[src/rtl/tinycpu_pkg.sv]
// -----------------------------------------------------------------------------
// tinycpu_pkg
// Shared definitions for the tiny CPU register-file path.
//   REG_ADDR_W / REG_DATA_W : register address and data widths
//   wb_entry_t              : one pending register write (destination + value)
// -----------------------------------------------------------------------------
package tinycpu_pkg;

  localparam int REG_ADDR_W = 5;
  localparam int REG_DATA_W = 32;

  typedef struct packed {
    logic [REG_ADDR_W-1:0] addr;
    logic [REG_DATA_W-1:0] data;
  } wb_entry_t;

endpackage

[src/rtl/regfile_writeback_if.sv]
// -----------------------------------------------------------------------------
// regfile_writeback_if
// Bundles every handshake and bus signal of the write-back block.
//   master : producer / decode side (drives valids, results, check addresses)
//   slave  : regfile_writeback (drives readies, write port, pending, count)
// Signals:
//   alu_valid/alu_ready/alu_addr/alu_data   ALU result handshake
//   mem_valid/mem_ready/mem_addr/mem_data   load result handshake
//   write_address/write_data/write_enable   register_file write port
//   check_addr_0/1, pending_0/1             decode hazard query
//   count                                   queue occupancy
// -----------------------------------------------------------------------------
interface regfile_writeback_if
  import tinycpu_pkg::*;
#(
  parameter int DEPTH  = 4,
  parameter int ADDR_W = REG_ADDR_W,
  parameter int DATA_W = REG_DATA_W
);

  localparam int CNT_W = $clog2(DEPTH) + 1;

  logic              alu_valid;
  logic              alu_ready;
  logic [ADDR_W-1:0] alu_addr;
  logic [DATA_W-1:0] alu_data;

  logic              mem_valid;
  logic              mem_ready;
  logic [ADDR_W-1:0] mem_addr;
  logic [DATA_W-1:0] mem_data;

  logic [ADDR_W-1:0] write_address;
  logic [DATA_W-1:0] write_data;
  logic              write_enable;

  logic [ADDR_W-1:0] check_addr_0;
  logic [ADDR_W-1:0] check_addr_1;
  logic              pending_0;
  logic              pending_1;

  logic [CNT_W-1:0]  count;

  modport master (
    output alu_valid, alu_addr, alu_data,
    output mem_valid, mem_addr, mem_data,
    output check_addr_0, check_addr_1,
    input  alu_ready, mem_ready,
    input  write_address, write_data, write_enable,
    input  pending_0, pending_1, count
  );

  modport slave (
    input  alu_valid, alu_addr, alu_data,
    input  mem_valid, mem_addr, mem_data,
    input  check_addr_0, check_addr_1,
    output alu_ready, mem_ready,
    output write_address, write_data, write_enable,
    output pending_0, pending_1, count
  );

endinterface

[src/rtl/wb_queue.sv]
// -----------------------------------------------------------------------------
// wb_queue
// Single-clock circular buffer with two ordered push ports and one pop port.
// Push port 0 is enqueued ahead of push port 1 when both fire on one edge.
// Ports:
//   clk, rst_n          clock, asynchronous active-low reset
//   i_push0, i_push0_entry   first (older) push
//   i_push1, i_push1_entry   second (younger) push
//   i_pop               remove head entry this edge
//   o_head              entry at the head pointer
//   o_count             occupancy
//   o_occupied          per-slot occupied mask
//   o_entries           raw slot contents (for address compares)
// The caller guarantees no push overflows and no pop underflows.
// -----------------------------------------------------------------------------
module wb_queue
  import tinycpu_pkg::*;
#(
  parameter  int DEPTH = 4,
  localparam int PTR_W = $clog2(DEPTH),
  localparam int CNT_W = PTR_W + 1
) (
  input  logic             clk,
  input  logic             rst_n,
  input  logic             i_push0,
  input  wb_entry_t        i_push0_entry,
  input  logic             i_push1,
  input  wb_entry_t        i_push1_entry,
  input  logic             i_pop,
  output wb_entry_t        o_head,
  output logic [CNT_W-1:0] o_count,
  output logic [DEPTH-1:0] o_occupied,
  output wb_entry_t        o_entries [DEPTH]
);

  wb_entry_t        r_mem [DEPTH];
  logic [PTR_W-1:0] r_head;
  logic [PTR_W-1:0] r_tail;
  logic [CNT_W-1:0] r_count;

  logic [1:0]       w_n_push;
  logic [PTR_W-1:0] w_slot1;
  logic [CNT_W-1:0] w_count_next;

  assign w_n_push     = {1'b0, i_push0} + {1'b0, i_push1};
  // The second push lands one slot past the first only if the first fired.
  assign w_slot1      = r_tail + PTR_W'(i_push0);
  assign w_count_next = r_count + CNT_W'(w_n_push) - CNT_W'(i_pop);

  // Pointers wrap silently because DEPTH is a power of two.
  always_ff @(posedge clk or negedge rst_n) begin
    if (!rst_n) begin
      r_head  <= '0;
      r_tail  <= '0;
      r_count <= '0;
      for (int i = 0; i < DEPTH; i++) begin
        r_mem[i] <= '0;
      end
    end else begin
      if (i_push0) begin
        r_mem[r_tail] <= i_push0_entry;
      end
      if (i_push1) begin
        r_mem[w_slot1] <= i_push1_entry;
      end
      if (i_pop) begin
        r_head <= r_head + PTR_W'(1);
      end
      r_tail  <= r_tail + PTR_W'(w_n_push);
      r_count <= w_count_next;
    end
  end

  // A slot is live when its distance from the head is below the occupancy.
  always_comb begin
    o_occupied = '0;
    for (int i = 0; i < DEPTH; i++) begin
      o_occupied[i] = ({1'b0, PTR_W'(i) - r_head} < r_count);
    end
  end

  assign o_head    = r_mem[r_head];
  assign o_count   = r_count;
  assign o_entries = r_mem;

endmodule

[src/rtl/regfile_writeback.sv]
// -----------------------------------------------------------------------------
// regfile_writeback
// Write-back arbiter and in-order queue in front of register_file's single
// write port. Accepts ALU and load results, drains one entry per cycle, and
// flags queued writes that match the two decode read addresses.
// Ports:
//   clk    rising-edge clock
//   rst_n  asynchronous active-low reset
//   bus    regfile_writeback_if.slave (handshakes, write port, pending, count)
// -----------------------------------------------------------------------------
module regfile_writeback
  import tinycpu_pkg::*;
#(
  parameter int DEPTH  = 4,
  parameter int ADDR_W = REG_ADDR_W,
  parameter int DATA_W = REG_DATA_W
) (
  input  logic                 clk,
  input  logic                 rst_n,
  regfile_writeback_if.slave   bus
);

  localparam int CNT_W = $clog2(DEPTH) + 1;

  wb_entry_t        w_alu_entry;
  wb_entry_t        w_mem_entry;
  wb_entry_t        w_head;
  wb_entry_t        w_entries [DEPTH];
  logic [DEPTH-1:0] w_occupied;
  logic [CNT_W-1:0] w_count;
  logic [CNT_W:0]   w_free;
  logic             w_pop;
  logic             w_alu_ready;
  logic             w_mem_ready;
  logic             w_alu_push;
  logic             w_mem_push;
  logic             w_pending_0;
  logic             w_pending_1;

  assign w_alu_entry = '{addr: bus.alu_addr, data: bus.alu_data};
  assign w_mem_entry = '{addr: bus.mem_addr, data: bus.mem_data};

  // register_file never stalls, so any occupied head is retired this edge.
  assign w_pop = (w_count != '0);

  // Free slots include the slot vacated by this cycle's pop.
  assign w_free = (CNT_W+1)'(DEPTH) - {1'b0, w_count} + {{CNT_W{1'b0}}, w_pop};

  // MEM needs a second slot when ALU is also offering, since ALU goes first.
  assign w_alu_ready = rst_n && (w_free >= (CNT_W+1)'(1));
  assign w_mem_ready = rst_n &&
                       (w_free >= (bus.alu_valid ? (CNT_W+1)'(2) : (CNT_W+1)'(1)));

  assign w_alu_push = bus.alu_valid && w_alu_ready;
  assign w_mem_push = bus.mem_valid && w_mem_ready;

  wb_queue #(
    .DEPTH (DEPTH)
  ) u_queue (
    .clk           (clk),
    .rst_n         (rst_n),
    .i_push0       (w_alu_push),
    .i_push0_entry (w_alu_entry),
    .i_push1       (w_mem_push),
    .i_push1_entry (w_mem_entry),
    .i_pop         (w_pop),
    .o_head        (w_head),
    .o_count       (w_count),
    .o_occupied    (w_occupied),
    .o_entries     (w_entries)
  );

  // Only entries already stored count; this cycle's pushes are not visible.
  always_comb begin
    w_pending_0 = 1'b0;
    w_pending_1 = 1'b0;
    for (int i = 0; i < DEPTH; i++) begin
      if (w_occupied[i] && (ADDR_W'(w_entries[i].addr) == bus.check_addr_0)) begin
        w_pending_0 = 1'b1;
      end
      if (w_occupied[i] && (ADDR_W'(w_entries[i].addr) == bus.check_addr_1)) begin
        w_pending_1 = 1'b1;
      end
    end
  end

  assign bus.alu_ready     = w_alu_ready;
  assign bus.mem_ready     = w_mem_ready;
  assign bus.write_enable  = w_pop;
  assign bus.write_address = ADDR_W'(w_head.addr);
  assign bus.write_data    = DATA_W'(w_head.data);
  assign bus.pending_0     = w_pending_0;
  assign bus.pending_1     = w_pending_1;
  assign bus.count         = w_count;

endmodule

[src/flat_wrapper.sv]
// flat-port wrapper written by rule: the top's interface ports become plain ports
module regfile_writeback_flat import tinycpu_pkg::*;
#(
  parameter int DEPTH  = 4,
  parameter int ADDR_W = REG_ADDR_W,
  parameter int DATA_W = REG_DATA_W
)
  (clk, rst_n, bus_alu_valid, bus_alu_addr, bus_alu_data, bus_mem_valid, bus_mem_addr, bus_mem_data, bus_check_addr_0, bus_check_addr_1, bus_alu_ready, bus_mem_ready, bus_write_address, bus_write_data, bus_write_enable, bus_pending_0, bus_pending_1, bus_count);
  regfile_writeback_if #(.DEPTH(DEPTH), .ADDR_W(ADDR_W), .DATA_W(DATA_W)) bus_i ();
  input  logic clk;
  input  logic rst_n;
  input wire logic [$bits(bus_i.alu_valid)-1:0] bus_alu_valid;
  input wire logic [$bits(bus_i.alu_addr)-1:0] bus_alu_addr;
  input wire logic [$bits(bus_i.alu_data)-1:0] bus_alu_data;
  input wire logic [$bits(bus_i.mem_valid)-1:0] bus_mem_valid;
  input wire logic [$bits(bus_i.mem_addr)-1:0] bus_mem_addr;
  input wire logic [$bits(bus_i.mem_data)-1:0] bus_mem_data;
  input wire logic [$bits(bus_i.check_addr_0)-1:0] bus_check_addr_0;
  input wire logic [$bits(bus_i.check_addr_1)-1:0] bus_check_addr_1;
  output wire logic [$bits(bus_i.alu_ready)-1:0] bus_alu_ready;
  output wire logic [$bits(bus_i.mem_ready)-1:0] bus_mem_ready;
  output wire logic [$bits(bus_i.write_address)-1:0] bus_write_address;
  output wire logic [$bits(bus_i.write_data)-1:0] bus_write_data;
  output wire logic [$bits(bus_i.write_enable)-1:0] bus_write_enable;
  output wire logic [$bits(bus_i.pending_0)-1:0] bus_pending_0;
  output wire logic [$bits(bus_i.pending_1)-1:0] bus_pending_1;
  output wire logic [$bits(bus_i.count)-1:0] bus_count;
  assign bus_i.alu_valid = bus_alu_valid;
  assign bus_i.alu_addr = bus_alu_addr;
  assign bus_i.alu_data = bus_alu_data;
  assign bus_i.mem_valid = bus_mem_valid;
  assign bus_i.mem_addr = bus_mem_addr;
  assign bus_i.mem_data = bus_mem_data;
  assign bus_i.check_addr_0 = bus_check_addr_0;
  assign bus_i.check_addr_1 = bus_check_addr_1;
  assign bus_alu_ready = bus_i.alu_ready;
  assign bus_mem_ready = bus_i.mem_ready;
  assign bus_write_address = bus_i.write_address;
  assign bus_write_data = bus_i.write_data;
  assign bus_write_enable = bus_i.write_enable;
  assign bus_pending_0 = bus_i.pending_0;
  assign bus_pending_1 = bus_i.pending_1;
  assign bus_count = bus_i.count;
  regfile_writeback #(.DEPTH(DEPTH), .ADDR_W(ADDR_W), .DATA_W(DATA_W)) u_core (.clk(clk), .rst_n(rst_n), .bus(bus_i));
endmodule
[config.mk]
export PLATFORM = sky130hd
export DESIGN_NAME = regfile_writeback_flat
export DESIGN_NICKNAME = d
export VERILOG_FILES = /design/src/rtl/tinycpu_pkg.sv /design/src/rtl/regfile_writeback_if.sv /design/src/rtl/wb_queue.sv /design/src/rtl/regfile_writeback.sv /design/src/flat_wrapper.sv
export SDC_FILE = /design/constraint.sdc
export NUM_CORES = 1
export LEC_CHECK = 0
export BUFFER_PORTS_ARGS = -buffer_cell sky130_fd_sc_hd__buf_2
export CORE_ASPECT_RATIO = 1.75
export CORE_MARGIN = 5
export CORE_UTILIZATION = 35
export CTS_CLUSTER_DIAMETER = 60
export CTS_CLUSTER_SIZE = 28
export DETAILED_ROUTE_END_ITERATION = 6
export PLACE_DENSITY = 0.63
export SETUP_SLACK_MARGIN = 0.1
export SYNTH_ARGS = -nofsm -noshare
export SYNTH_HDL_FRONTEND = slang
export SYNTH_HIERARCHICAL = 1
export SYNTH_SLANG_ARGS = --single-unit
[constraint.sdc]
create_clock -name clk -period 9.3 [get_ports clk]
set_clock_uncertainty 0.05 [all_clocks]
set_input_delay 0.465 -clock clk [delete_from_list [all_inputs] [get_ports clk]]
set_output_delay 0.465 -clock clk [all_outputs]
set_load 0.005 [all_outputs]
==> metrics.txt <==
# TYPE chip_impl_metric gauge
chip_impl_metric{name="totalNegativeSetupSlack",unit="ns"} 0
chip_impl_metric{name="route.detailed.drc",unit=""} 0
chip_impl_metric{name="async_set_or_reset_register_ratio_after_synthesis",unit="%"} 100
chip_impl_metric{name="setup_viol",unit=""} 0
chip_impl_metric{name="groute.usage.overall",unit="%"} 21.4
chip_impl_metric{name="critical_path_required",unit="ns"} 9.58
chip_impl_info{name="status",value="finished, final reports clean"} 1
chip_impl_metric{name="number_of_nets_in_the_final_layout",unit=""} 1178
chip_impl_info{name="path_class",value="register to register"} 1
chip_impl_metric{name="max_freq",unit="MHz"} 213
chip_impl_metric{name="port-buffer-count",unit=""} 132
chip_impl_metric{name="ant_nets",unit=""} 0
chip_impl_metric{name="globalRouteOverflowTotal",unit=""} 0
chip_impl_metric{name="critPathMaxFanout",unit=""} 77
chip_impl_metric{name="share_of_yosys_cell_area_claimed_by_the_top_area_cell_type",unit="%"} 43.6
chip_impl_metric{name="max_cap_violations",unit=""} 0
chip_impl_metric{name="syn-instance-count",unit=""} 998
chip_impl_info{name="min-delay-path-class",value="primary input to asynchronous set/reset pin"} 1
chip_impl_metric{name="netlist-cell-type-count",unit=""} 34
chip_impl_metric{name="power_leakage",unit="nW"} 4.42
chip_impl_info{name="post-synth-top-area-cell",value="sky130_fd_sc_hd__dfrtp_1"} 1
chip_impl_metric{name="fill_cells",unit=""} 2456
chip_impl_metric{name="synth-warning-count",unit=""} 6
chip_impl_metric{name="clockBufferDepth",unit=""} 2
chip_impl_metric{name="floorplan.io_pins",unit=""} 133
chip_impl_metric{name="post_synth_instance_area",unit="um^2"} 8890
chip_impl_metric{name="grt_pass1_vias",unit=""} 8304
chip_impl_metric{name="met3_length",unit="mm"} 2.30
chip_impl_metric{name="route.met2.wl",unit="mm"} 15.7
chip_impl_metric{name="cts_resized",unit=""} 0
chip_impl_metric{name="clkTransAtPathRegs",unit="ns"} 0.06
chip_impl_metric{name="htree_levels",unit=""} 4
chip_impl_metric{name="route.vias.total",unit=""} 8254
chip_impl_metric{name="initial_antenna_violation_count",unit=""} 4
chip_impl_metric{name="finalWirelength",unit="mm"} 30.7
chip_impl_metric{name="vdd_ir_drop_max",unit="mV"} 0.223
chip_impl_metric{name="cts_hold_fix_bufs",unit=""} 0
chip_impl_metric{name="wire_per_inst",unit="um"} 21.8
chip_impl_metric{name="drt_iter0_drc",unit=""} 797
chip_impl_info{name="synth_top_cells_by_area",value="sky130_fd_sc_hd__dfrtp_1 44%, sky130_fd_sc_hd__nand2_1 13%, sky130_fd_sc_hd__a31oi_1 11%"} 1
chip_impl_metric{name="clk-insertion-delay-late",unit="ns"} 0.44
chip_impl_metric{name="drive_gt1_share",unit="%"} 20.8
chip_impl_metric{name="share_of_the_clock_period_used_by_the_worst_path_after_layout",unit="%"} 50.5
chip_impl_metric{name="finalWorstPathRequiredPeriod",unit="ns"} 4.70
chip_impl_metric{name="maximum_number_of_pins_on_one_net_before_global_route_repair",unit=""} 86
chip_impl_metric{name="post_cts_setup_repair_bufs",unit=""} 0
chip_impl_metric{name="critical_path_at",unit="ns"} 4.98
chip_impl_info{name="tritoncts",value="done"} 1
chip_impl_metric{name="max_slew.worst_pin.slew",unit="ns"} 1.16
chip_impl_info{name="synth-main-ff-cell",value="sky130_fd_sc_hd__dfrtp_1"} 1
chip_impl_metric{name="tritoncts_num_sinks",unit=""} 155
chip_impl_metric{name="synth_enable_flop_cells",unit=""} 0
chip_impl_info{name="unrepaired_setup_endpoints_after_global_routing",value="false"} 1
chip_impl_metric{name="hold_viol",unit=""} 0
chip_impl_metric{name="maxSlewHeadroom",unit="%"} 22.6
chip_impl_metric{name="powerDensity",unit="nW/um^2"} 379
chip_impl_info{name="worst_setup_path_end_kind",value="register"} 1
chip_impl_metric{name="wl_met1",unit="mm"} 11.7
chip_impl_info{name="startpoint_type",value="register"} 1
chip_impl_metric{name="placementRows",unit=""} 77
chip_impl_metric{name="design.die.area",unit="um^2"} 28800
chip_impl_metric{name="initial_core_util",unit="%"} 35.4
chip_impl_metric{name="die-height",unit="um"} 221
chip_impl_metric{name="synth_area_per_cell",unit="um^2"} 8.91
chip_impl_info{name="maxUsedRoutingLayer",value="met5"} 1
chip_impl_metric{name="finalMaxSlewViolations",unit=""} 0
chip_impl_info{name="clock_tree.root_cell",value="sky130_fd_sc_hd__clkbuf_16"} 1
chip_impl_metric{name="report.power.total",unit="mW"} 3.91
chip_impl_metric{name="post_synthesis_register_bit_count",unit=""} 155
chip_impl_metric{name="global_route_wire_length_before_repair",unit="mm"} 47.9
chip_impl_metric{name="floorplan.die.width",unit="um"} 131
chip_impl_metric{name="synthesized_net_count",unit=""} 1099
chip_impl_metric{name="dp_hpwl",unit="mm"} 18.7
chip_impl_metric{name="detail_route.first_pass.iterations",unit=""} 6
chip_impl_metric{name="gp_routability_congestion",unit=""} 0.895
chip_impl_metric{name="synthToLayoutAreaGrowth",unit="%"} 16.0
chip_impl_metric{name="fp.coreArea",unit="um^2"} 25100
chip_impl_metric{name="detail_route.vias_per_cell",unit=""} 5.87
chip_impl_metric{name="seq_area_frac_synth",unit="%"} 43.6
chip_impl_metric{name="total_cts_buffers",unit=""} 17
-- power breakdown --
group / leakage, nW / switching (mW) / internal [mW] / total, mW
clock: 0.294 / 0.278 / 0.452 / 0.730
sequential: 1.82 / 0.269 / 1.04 / 1.31
combinational: 2.30 / 1.07 / 0.809 / 1.88
total: 4.42 / 1.61 / 2.30 / 3.91
-- area by class of cell --
cell class	count	area [um^2]	area share, %
clock inverters	8	144	1.39
clock buffers	22	454	4.40
well taps	316	395	3.83
diodes	3	7.51	0.0728
multi-input cells	747	4620	44.8
repair buffers	147	779	7.55
flip-flops and latches	155	3880	37.6
inverters	9	33.8	0.327
-- worst max-delay path: stages, from the launching register on --
cell                      delay (ns)
sky130_fd_sc_hd__dfrtp_1        0.45
sky130_fd_sc_hd__nor3_1         0.27
sky130_fd_sc_hd__ha_1           0.29
sky130_fd_sc_hd__o31ai_1        0.28
sky130_fd_sc_hd__and3_1         0.40
sky130_fd_sc_hd__ha_1           0.39
sky130_fd_sc_hd__xor2_4         0.15
sky130_fd_sc_hd__buf_4          0.75
sky130_fd_sc_hd__nand3_2        1.06
sky130_fd_sc_hd__a31oi_1        0.49
-- routing by layer --
layer  vias up  track usage, %
met1      4100            26.5
met2       378            35.8
met5         -               0
li1       3706               -
met4         2            8.93
met3        68            4.27
-- state kept, by name (all words and copies together) (netlist names) --
name                      flops
u_core/u_queue/o_entries    148
u_core/u_queue/o_count        3
u_core/u_queue/r_head         2
u_core/u_queue/r_tail         2
-- metrics by stage --
stage               instances  utilization, %  hold slack (ns)  setup WS, ns  cell area [um^2]
floorplan                 998               -            0.119          6.21              8890
global placement         1374            38.6            0.477          4.82              9710
detailed placement       1374            38.6            0.486          4.74              9710
CTS                      1404            41.0           0.0577          4.74             10300
global route             1407            41.0           0.0833          4.28             10300
finish                   1407            41.0           0.0118          4.60             10300
-- final timing paths --
kind                                               start                       endpoint  slack, ns  cells after the start
setup / recovery               u_core/u_queue/o_count[0]   u_core/u_queue/o_entries[36]       4.60                      9
max in group asynchronous                          rst_n   u_core/u_queue/o_entries[22]       7.63                      2
hold reg to reg            u_core/u_queue/o_entries[135]  u_core/u_queue/o_entries[135]       0.49                      2
hold / removal                                     rst_n    u_core/u_queue/o_entries[9]       0.01                      1
setup reg to reg               u_core/u_queue/o_count[0]   u_core/u_queue/o_entries[36]       4.60                      9
min in group clk                        bus_alu_data[28]   u_core/u_queue/o_entries[28]       0.26                      3
-- placed cells by master, fill, tap and decap left out, types with 6 or more instances in the layout --
master,netlist,final
sky130_fd_sc_hd__buf_2,49,131
sky130_fd_sc_hd__dfrtp_1,155,153
sky130_fd_sc_hd__mux4_2,37,37
sky130_fd_sc_hd__nand2_1,300,299
sky130_fd_sc_hd__xor2_1,38,37
sky130_fd_sc_hd__a31oi_1,150,150
sky130_fd_sc_hd__inv_1,9,9
sky130_fd_sc_hd__nor4_1,7,7
sky130_fd_sc_hd__xnor2_1,13,12
sky130_fd_sc_hd__clkbuf_16,0,17
sky130_fd_sc_hd__nor3_1,149,149
sky130_fd_sc_hd__nand3_1,8,6
sky130_fd_sc_hd__buf_4,3,15
sky130_fd_sc_hd__ha_1,12,12
-- cell families (layout without fill, tap and decap cells) --
logic type                 Yosys count  after routing  synth area share, %
other                                0              3                    0
muxes                               37             37                 9.37
xor gates and xnor gates            52             52                 5.20
and+or+nand+nor                    487            487                 23.9
adders and majority gates           13             13                 1.91
buffers and inverters               96            186                 4.88
AOI/OAI and AO/OA                  158            158                 11.1
DFF                                155            155                 43.6
-- Yosys cell counts (2+ instances only) --
cell / instances
sky130_fd_sc_hd__a21oi_1: 4
sky130_fd_sc_hd__a31oi_1: 150
sky130_fd_sc_hd__and2_1: 2
sky130_fd_sc_hd__and3_1: 4
sky130_fd_sc_hd__and3b_1: 2
sky130_fd_sc_hd__buf_1: 7
sky130_fd_sc_hd__buf_2: 49
sky130_fd_sc_hd__buf_4: 3
sky130_fd_sc_hd__clkbuf_1: 27
sky130_fd_sc_hd__dfrtp_1: 155
sky130_fd_sc_hd__ha_1: 12
sky130_fd_sc_hd__inv_1: 9
sky130_fd_sc_hd__mux4_2: 37
sky130_fd_sc_hd__nand2_1: 300
sky130_fd_sc_hd__nand2b_1: 4
sky130_fd_sc_hd__nand3_1: 8
sky130_fd_sc_hd__nand3b_1: 2
sky130_fd_sc_hd__nor3_1: 149
sky130_fd_sc_hd__nor4_1: 7
sky130_fd_sc_hd__or2_2: 4
sky130_fd_sc_hd__xnor2_1: 13
sky130_fd_sc_hd__xor2_1: 38
Note: power is estimated with default switching activity, not from simulation.
